==> config.mk <==
export PLATFORM = sky130hd
export DESIGN_NAME = leaf_user_adapter
export DESIGN_NICKNAME = d
export VERILOG_FILES = /design/src/rtl/leaf_user_adapter.sv
export SDC_FILE = /design/constraint.sdc
export NUM_CORES = 1
export LEC_CHECK = 0
export CORE_MARGIN = 3
export CORE_UTILIZATION = 40
export CTS_CLUSTER_DIAMETER = 80
export DETAILED_ROUTE_END_ITERATION = 8
export DONT_BUFFER_PORTS = 1
export PLACE_DENSITY_LB_ADDON = 0.3
export SLEW_MARGIN = 20
export SYNTH_ARGS = -nofsm -noshare
export SYNTH_HDL_FRONTEND = slang
export SYNTH_SLANG_ARGS = --single-unit
==> constraint.sdc <==
create_clock -name clk_user -period 8.6 [get_ports clk_user]
set_input_delay 1.29 -clock clk_user [delete_from_list [all_inputs] [get_ports clk_user]]
set_output_delay 1.29 -clock clk_user [all_outputs]
set_load 0.05 [all_outputs]
==> src/rtl/leaf_user_adapter.sv <==
// Stream adapter between the leaf interface user ports and an HLS operator's ap_vld/ap_ack ports.
// Every channel has its own elastic FIFO, and an ap_start run-control FSM counts operator completions.
module leaf_user_adapter #(
    parameter int PAYLOAD_BITS    = 32,
    parameter int NUM_IN_PORTS    = 2,
    parameter int NUM_OUT_PORTS   = 2,
    parameter int FIFO_DEPTH_BITS = 3
) (
    input  logic                                    clk_user,
    input  logic                                    reset,
    input  logic [NUM_IN_PORTS*PAYLOAD_BITS-1:0]    dout_leaf_interface2user,
    input  logic [NUM_IN_PORTS-1:0]                 vld_interface2user,
    output logic [NUM_IN_PORTS-1:0]                 ack_user2interface,
    output logic [NUM_IN_PORTS*PAYLOAD_BITS-1:0]    op_in_data,
    output logic [NUM_IN_PORTS-1:0]                 op_in_vld,
    input  logic [NUM_IN_PORTS-1:0]                 op_in_ack,
    input  logic [NUM_OUT_PORTS*PAYLOAD_BITS-1:0]   op_out_data,
    input  logic [NUM_OUT_PORTS-1:0]                op_out_vld,
    output logic [NUM_OUT_PORTS-1:0]                op_out_ack,
    output logic [NUM_OUT_PORTS*PAYLOAD_BITS-1:0]   din_leaf_user2interface,
    output logic [NUM_OUT_PORTS-1:0]                vld_user2interface,
    input  logic [NUM_OUT_PORTS-1:0]                ack_interface2user,
    input  logic                                    run_en,
    output logic                                    ap_start,
    input  logic                                    ap_done,
    output logic [15:0]                             done_count,
    output logic [NUM_IN_PORTS+NUM_OUT_PORTS-1:0]   fifo_nonempty
);

    localparam int NCH   = NUM_IN_PORTS + NUM_OUT_PORTS;
    localparam int AW    = FIFO_DEPTH_BITS;
    localparam int DEPTH = 1 << AW;
    localparam logic [AW:0] CNT_FULL = (AW+1)'(DEPTH);
    localparam logic [AW:0] CNT_ONE  = (AW+1)'(1);
    localparam logic [AW-1:0] PTR_ONE = AW'(1);

    localparam logic [1:0] IDLE = 2'd0;
    localparam logic [1:0] RUN  = 2'd1;
    localparam logic [1:0] STOP = 2'd2;

    function automatic logic [15:0] sat_inc16(input logic [15:0] v);
        return (v == 16'hFFFF) ? v : v + 16'd1;
    endfunction

    // Channels 0..NUM_IN_PORTS-1 carry interface->operator traffic; the rest carry operator->interface.
    logic [NCH-1:0]              push_vld;
    logic [NCH-1:0]              push_rdy;
    logic [NCH-1:0]              pop_vld;
    logic [NCH-1:0]              pop_ack;
    logic [NCH*PAYLOAD_BITS-1:0] push_data;
    logic [NCH*PAYLOAD_BITS-1:0] pop_data;

    assign push_vld  = {op_out_vld, vld_interface2user};
    assign push_data = {op_out_data, dout_leaf_interface2user};
    assign pop_ack   = {ack_interface2user, op_in_ack};

    assign ack_user2interface      = push_rdy[NUM_IN_PORTS-1:0];
    assign op_out_ack              = push_rdy[NCH-1:NUM_IN_PORTS];
    assign op_in_vld               = pop_vld[NUM_IN_PORTS-1:0];
    assign vld_user2interface      = pop_vld[NCH-1:NUM_IN_PORTS];
    assign op_in_data              = pop_data[NUM_IN_PORTS*PAYLOAD_BITS-1:0];
    assign din_leaf_user2interface = pop_data[NCH*PAYLOAD_BITS-1:NUM_IN_PORTS*PAYLOAD_BITS];
    assign fifo_nonempty           = pop_vld;

    for (genvar c = 0; c < NCH; c++) begin : g_ch
        logic [PAYLOAD_BITS-1:0] mem [DEPTH];
        logic [AW-1:0]           wr_ptr;
        logic [AW-1:0]           rd_ptr;
        logic [AW:0]             count;
        logic                    push;
        logic                    pop;

        // Full blocks pushes even when a pop happens in the same cycle, so ack depends only on count.
        assign push_rdy[c] = (count < CNT_FULL);
        assign pop_vld[c]  = (count != '0);
        assign push        = push_vld[c] & push_rdy[c];
        assign pop         = pop_vld[c] & pop_ack[c];
        assign pop_data[c*PAYLOAD_BITS +: PAYLOAD_BITS] = mem[rd_ptr];

        always_ff @(posedge clk_user) begin
            if (reset) begin
                wr_ptr <= '0;
                rd_ptr <= '0;
                count  <= '0;
            end else begin
                if (push) wr_ptr <= wr_ptr + PTR_ONE;
                if (pop)  rd_ptr <= rd_ptr + PTR_ONE;
                if (push && !pop)      count <= count + CNT_ONE;
                else if (pop && !push) count <= count - CNT_ONE;
            end
        end

        always_ff @(posedge clk_user) begin
            if (push) mem[wr_ptr] <= push_data[c*PAYLOAD_BITS +: PAYLOAD_BITS];
        end
    end

    logic [1:0] state;

    assign ap_start = (state == RUN);

    // Completions are counted in every state, including stray pulses seen while idle.
    always_ff @(posedge clk_user) begin
        if (reset) begin
            state      <= IDLE;
            done_count <= '0;
        end else begin
            if (ap_done) done_count <= sat_inc16(done_count);
            case (state)
                IDLE: if (run_en) state <= RUN;
                RUN: begin
                    if (ap_done)      state <= run_en ? RUN : IDLE;
                    else if (!run_en) state <= STOP;
                end
                STOP: if (ap_done) state <= IDLE;
                default: state <= IDLE;
            endcase
        end
    end

endmodule

== Word-level counts from Yosys, hierarchy flattened ==
Memories as Yosys holds them, arrays and structs flattened. A register that Yosys moved wholly into a read port is not among the register bits.
Cells that the tools add are included.

* Bits in registers: 58
* Memory bits (writable): 1024
* Word-level logic and storage cells: 111
* Memories: 4

{| class="wikitable"
|+ Memory list
! memory !! depth !! width !! read ports !! clocked after Yosys merged registers in !! wr ports !! RTL line !! RTL
|-
| g_ch[0].mem || 8 || 32 || 1 || 1 || 1 || 66 || <nowiki>logic [PAYLOAD_BITS-1:0] mem [DEPTH];</nowiki>
|-
| g_ch[1].mem || 8 || 32 || 1 || 1 || 1 || 66 ||
|-
| g_ch[2].mem || 8 || 32 || 1 || 1 || 1 || 66 ||
|-
| g_ch[3].mem || 8 || 32 || 1 || 1 || 1 || 66 ||
|}

* $add $sub $neg: 17
* Order comparisons: 4
* Equal/unequal tests: 6
* Mux-type cells: 30
* Bitwise logic cells: 9
* Reduce and logical (&&, ||, !) cells: 27

{| class="wikitable"
|+ Operator list
! cell !! number
|-
| $mux 4 || 8
|-
| $add 3x1->3 const B || 8
|-
| $mux 3 || 8
|-
| $add 16x1->16 const B || 1
|-
| $add 4x1->4 const B || 4
|-
| $eq 16x16->1 const B || 1
|-
| $lt 4x4->1 const B || 4
|-
| $reduce_bool 4->1 || 4
|-
| $sub 4x1->4 const B || 4
|-
| $mux 1 || 9
|-
| $and 1x1->1 || 8
|-
| $logic_and 1x1->1 || 8
|-
| $logic_not 1->1 || 8
|-
| $mux 2 || 4
|-
| $reduce_bool 2->1 || 4
|-
| $pmux 2 s3 || 1
|-
| $ne 2x2->1 const B || 2
|-
| $ne 3x2->1 const B || 1
|-
| $reduce_and 3->1 || 1
|-
| $eq 2x1->1 const B || 1
|-
| $eq 2x2->1 const B || 1
|-
| $logic_not 2->1 || 1
|-
| $reduce_and 2->1 || 1
|-
| $not 1->1 || 1
|}

== Longest topological paths before layout ==
* Depth after elaboration: 6
* Mapped depth: 9
* Mapped depth without buffers: 9

== Worst setup path after synthesis ==
No wires, ideal clock.

* Kind: in2reg
* Start point: in op_out_vld[1]
* End point: mem g_ch[3].mem[0][0], enable pin
* Library setup time: 0.461 ns
* Arrival: 3.979 ns
* Required time: 8.139 ns
* Setup slack: 4.160 ns
* Stages: 4
* Buffers on the path: 1
* Cell sequence: nor2b_1 > clkbuf_1 > nand2b_1 > nor3_1

* Longest elaborated chain between the ends: 3

{| class="wikitable"
|+ Ends and longest elaborated chain
! element !! RTL line !! RTL
|-
| start: declaration || 18 || <nowiki>input logic [NUM_OUT_PORTS-1:0] op_out_vld,</nowiki>
|-
| $and 1x1->1 || 76 || <nowiki>assign push = push_vld[c] & push_rdy[c];</nowiki>
|-
| net g_ch[3].push || 70 || <nowiki>logic push;</nowiki>
|-
| $mux 1 || 94 || <nowiki>if (push) mem[wr_ptr] <= push_data[c*PAYLOAD_BITS +: PAYLOAD_BITS];</nowiki>
|-
| $mux 1 (implied by the code) || 94 ||
|-
| end: declaration || 66 ||
|}

The timed path passes the listed nets, and every way through them passes these cells.

==> results_dict.tcl <==
set metrics [dict create \
    met1_length_um 32930 \
    maxSlewViolCount 0 \
    drt_pre_antenna_iters 7 \
    cts_buffer_depth 3 \
    powerDensity_nw_per_um2 318.6 \
    core_um2 103800 \
    track_usage_pct 15.69 \
    grt_max_degree 76 \
    path_cells "buf_4, mux4_2, mux2_2" \
    fmax_mhz 222.5 \
    rsz0062_at_grt "false" \
    cts_resized 0 \
    fin_nets 2118 \
    peakVddDrop_mv 0.2460 \
    slowest_stage "dfxtp_4" \
    setup_viol 0 \
    clock-sinks 1094 \
    synth_top_family_by_area "multiplexers" \
    switching_share_pct 31.23 \
    cp_max_fo 33 \
    combPwrFrac_pct 25.6 \
    clk_pin_slew_ps 60 \
    routed-wl-met3_um 7624 \
    crit_buf_inv 1 \
    relSlewSlack_pct 24.21 \
    async_flop_share_pct 0 \
    status "finished clean" \
    clock_latency_ps 680 \
    synth_xor_area_share_pct 0.5007 \
    wire_per_inst_um 24.84 \
    ff2ff_path_depth 9 \
    ys_ff_latch 1094 \
    netSwitchingPower_mw 4.712 \
    hold_viol 0 \
    syn_avg_cell_area_um2 22.22 \
    drc 0 \
    viasPerCell 5.328 \
    layout.cells.non_filler 3428 \
    timing.rr.end "g_ch[3].count[3]" \
    syn_area_um2 41980 \
    initial_core_util_pct 40.45 \
    cap_violations 0 \
    placed_area_um2 43690 \
    synth_simple_gate_area_share_pct 2.352 \
    max_stage_delay_ps 790 \
    grt.overflow.total 0 \
    vias 18260 \
    synthCells 1889 \
    synth_top_area_share_pct 73.25 \
    drt-initial-drc-count 1230 \
    p_int_mw 10.37 \
    numCtsBuffers 113 \
    ios 297 \
    die_h_um 330.0 \
    min_period_ps 4494 \
    cts_setup_buffers 0 \
    dr.max_layer_used "met5" \
    drt-total-wl_um 85150 \
    cts-root-buf "clkbuf_16" \
    cp-start-kind "flip-flop" \
    synth.area.top_cells "edfxtp_1 (73%), mux4_2 (14%), mux2_2 (3.5%)" \
    r2r_start "g_ch[3].count[0]" \
    required_ps 7310 \
    hold_path.class "reg -> reg" \
    end_kind "output port" \
    die-area_um2 108900 \
    place_congestion 0.6889 \
    final_antenna_net_count 0 \
    grt_pass1_wl_um 126400 \
    final_util_pct 45.62 \
    io_buffers 0 \
    holdBufCountCts 0 \
    synth_fa_ha_area_share_pct 0.8167 \
    synthesis.nets 2054 \
    dpl.hpwl_um 48290 \
    cts_tree "yes" \
    design_area_um2 47350 \
    routed-wl-met2_um 42950 \
    ys.flop_type "edfxtp_1" \
    min_period_over_period_pct 52.25 \
    ff2ff_setup_slack_ps 5250 \
    grt_pass1_vias 19410 \
    final.setup.tns_ps 0 \
    yosysSeqAreaShare_pct 76.59 \
    synth_edf_count 1024 \
    synth_compound_area_share_pct 0.6080 \
    dpl.cell_count 3218 \
    p_seq_share_pct 42.8 \
    antenna_found_initial 3 \
    synth_mux_area_share_pct 17.62 \
    drive_above_1_share_pct 31.70 \
    p_leak_nw 14.54 \
    worstPathArrival_ps 3200 \
    holdWs_ps 484.2 \
    critPathKind "reg -> out" \
    clkPwrFrac_pct 31.6 \
    fin_worst_skew_ps 12.96 \
    min_delay_path_depth 2 \
    cp_top_family "multiplexers" \
    ys_types 46 \
    ys_warn_count 0 \
    area_growth_pct 12.80 \
    die_x_um 330.0 \
    tightest_slew_ps 1137 \
    synth_top_area_cell "edfxtp_1" \
    min_from "g_ch[0].rd_ptr[1]" \
    htreeDepth 3 \
    num_rows 118 \
]
## per-stage QoR
| stage | total power, mW | setup slack (ps) |
|---|---|---|
| floorplan | 9.996 | 4160 |
| global placement | 10.45 | 4737 |
| detailed placement | 10.52 | 4717 |
| CTS | 15.33 | 3939 |
| global route | 15.74 | 3811 |
| finish | 15.09 | 4106 |
## worst reg2reg max path, stage by stage, from the launching register on
cell      delay, ps
dfxtp_1         360
or4_1          1050
nand2_1         350
ha_1            220
inv_1           100
ha_1            340
a21oi_1         210
a211oi_1        100
a31oi_1         170
mux2_2          340
## flip-flops by register name, indices dropped and copies added (netlist names), named ones only
| register | cells |
|---|---|
| state | 2 |
| g_ch.wr_ptr | 12 |
| g_ch.count | 16 |
| g_ch.rd_ptr | 12 |
| g_ch.mem | 1024 |
| done_count | 16 |
## metal layers
metal  vias up  track usage (%)
met2       457            26.41
met4         2            4.486
met3       111            5.983
met5         -                0
met1      9731            18.85
li1       7963                -
## cells in the final DEF (no fill, tap or decap), types with 3 or more instances in the layout
cell,Yosys,final
dfxtp_4,0,4
clkinvlp_4,0,4
buf_4,5,45
or4_1,4,3
nand4_1,3,3
nor3b_1,4,4
dfxtp_2,0,5
dfxtp_1,70,61
bufinv_16,0,11
clkbuf_1,45,26
nor3_1,17,9
nor3_2,1,9
inv_1,10,10
nand3_1,17,17
nor2b_1,8,8
clkinv_2,0,23
a31oi_1,6,6
xor2_1,16,16
mux2i_1,11,11
mux2_1,3,3
clkinv_1,0,16
fa_1,4,4
nand2b_1,15,15
a21oi_1,23,23
edfxtp_1,1024,1024
and4_1,4,4
nor2_1,87,63
clkbuf_8,0,4
nor2_4,0,24
xnor2_1,8,8
mux4_2,256,256
a211oi_1,4,4
inv_6,0,6
clkbuf_16,0,114
mux2_2,132,132
nand2_1,27,27
ha_1,21,21
## synth_stat cells, drive strengths merged, types with 15 or more instances
cell and instances:
nor3 18, buf 51, clkbuf 45, a21oi 23, nor2 87, xor2 16
nand2b 15, edfxtp 1024, ha 21, mux2 135, nand3 17, nand2 27
dfxtp 70, mux4 256
## worst max-delay path by stage
stage | to | depth (start not counted)
after floorplan | g_ch[3].mem[0][0] | 4
after global placement | op_in_data[50] | 3
after detailed placement | op_in_data[4] | 3
after CTS | op_in_data[50] | 3
after global routing | op_in_data[30] | 3
final | op_in_data[4] | 3
## kinds of logic after synthesis
family	count (synthesis)
buffers and inverters	106
muxes	402
xor gates and xnor gates	24
and+or+nand+nor	198
AOI/OAI and AO/OA	40
adders and majority gates	25
DFF	1094
## layout make-up
cell class	instances	area (um2)
Inverter	10	37.54
Clock buffer	144	3005
Multi-Input combinational cell	689	9413
Clock inverter	65	658.1
Tap cell	1380	1727
Fill cell	8518	56440
Sequential cell	1094	32170
Timing Repair Buffer	45	337.8
Antenna cell	1	2.502
## power groups by stage
stage	Sequential, mW	Clock (mW)	Combinational (mW)
floorplan	6.39	0	3.61
global placement	6.56	0	3.88
detailed placement	6.59	0	3.93
CTS	6.48	4.91	3.94
global route	6.52	5.13	4.09
finish	6.46	4.76	3.87
No activity file was read; power rests on OpenSTA's default activity.
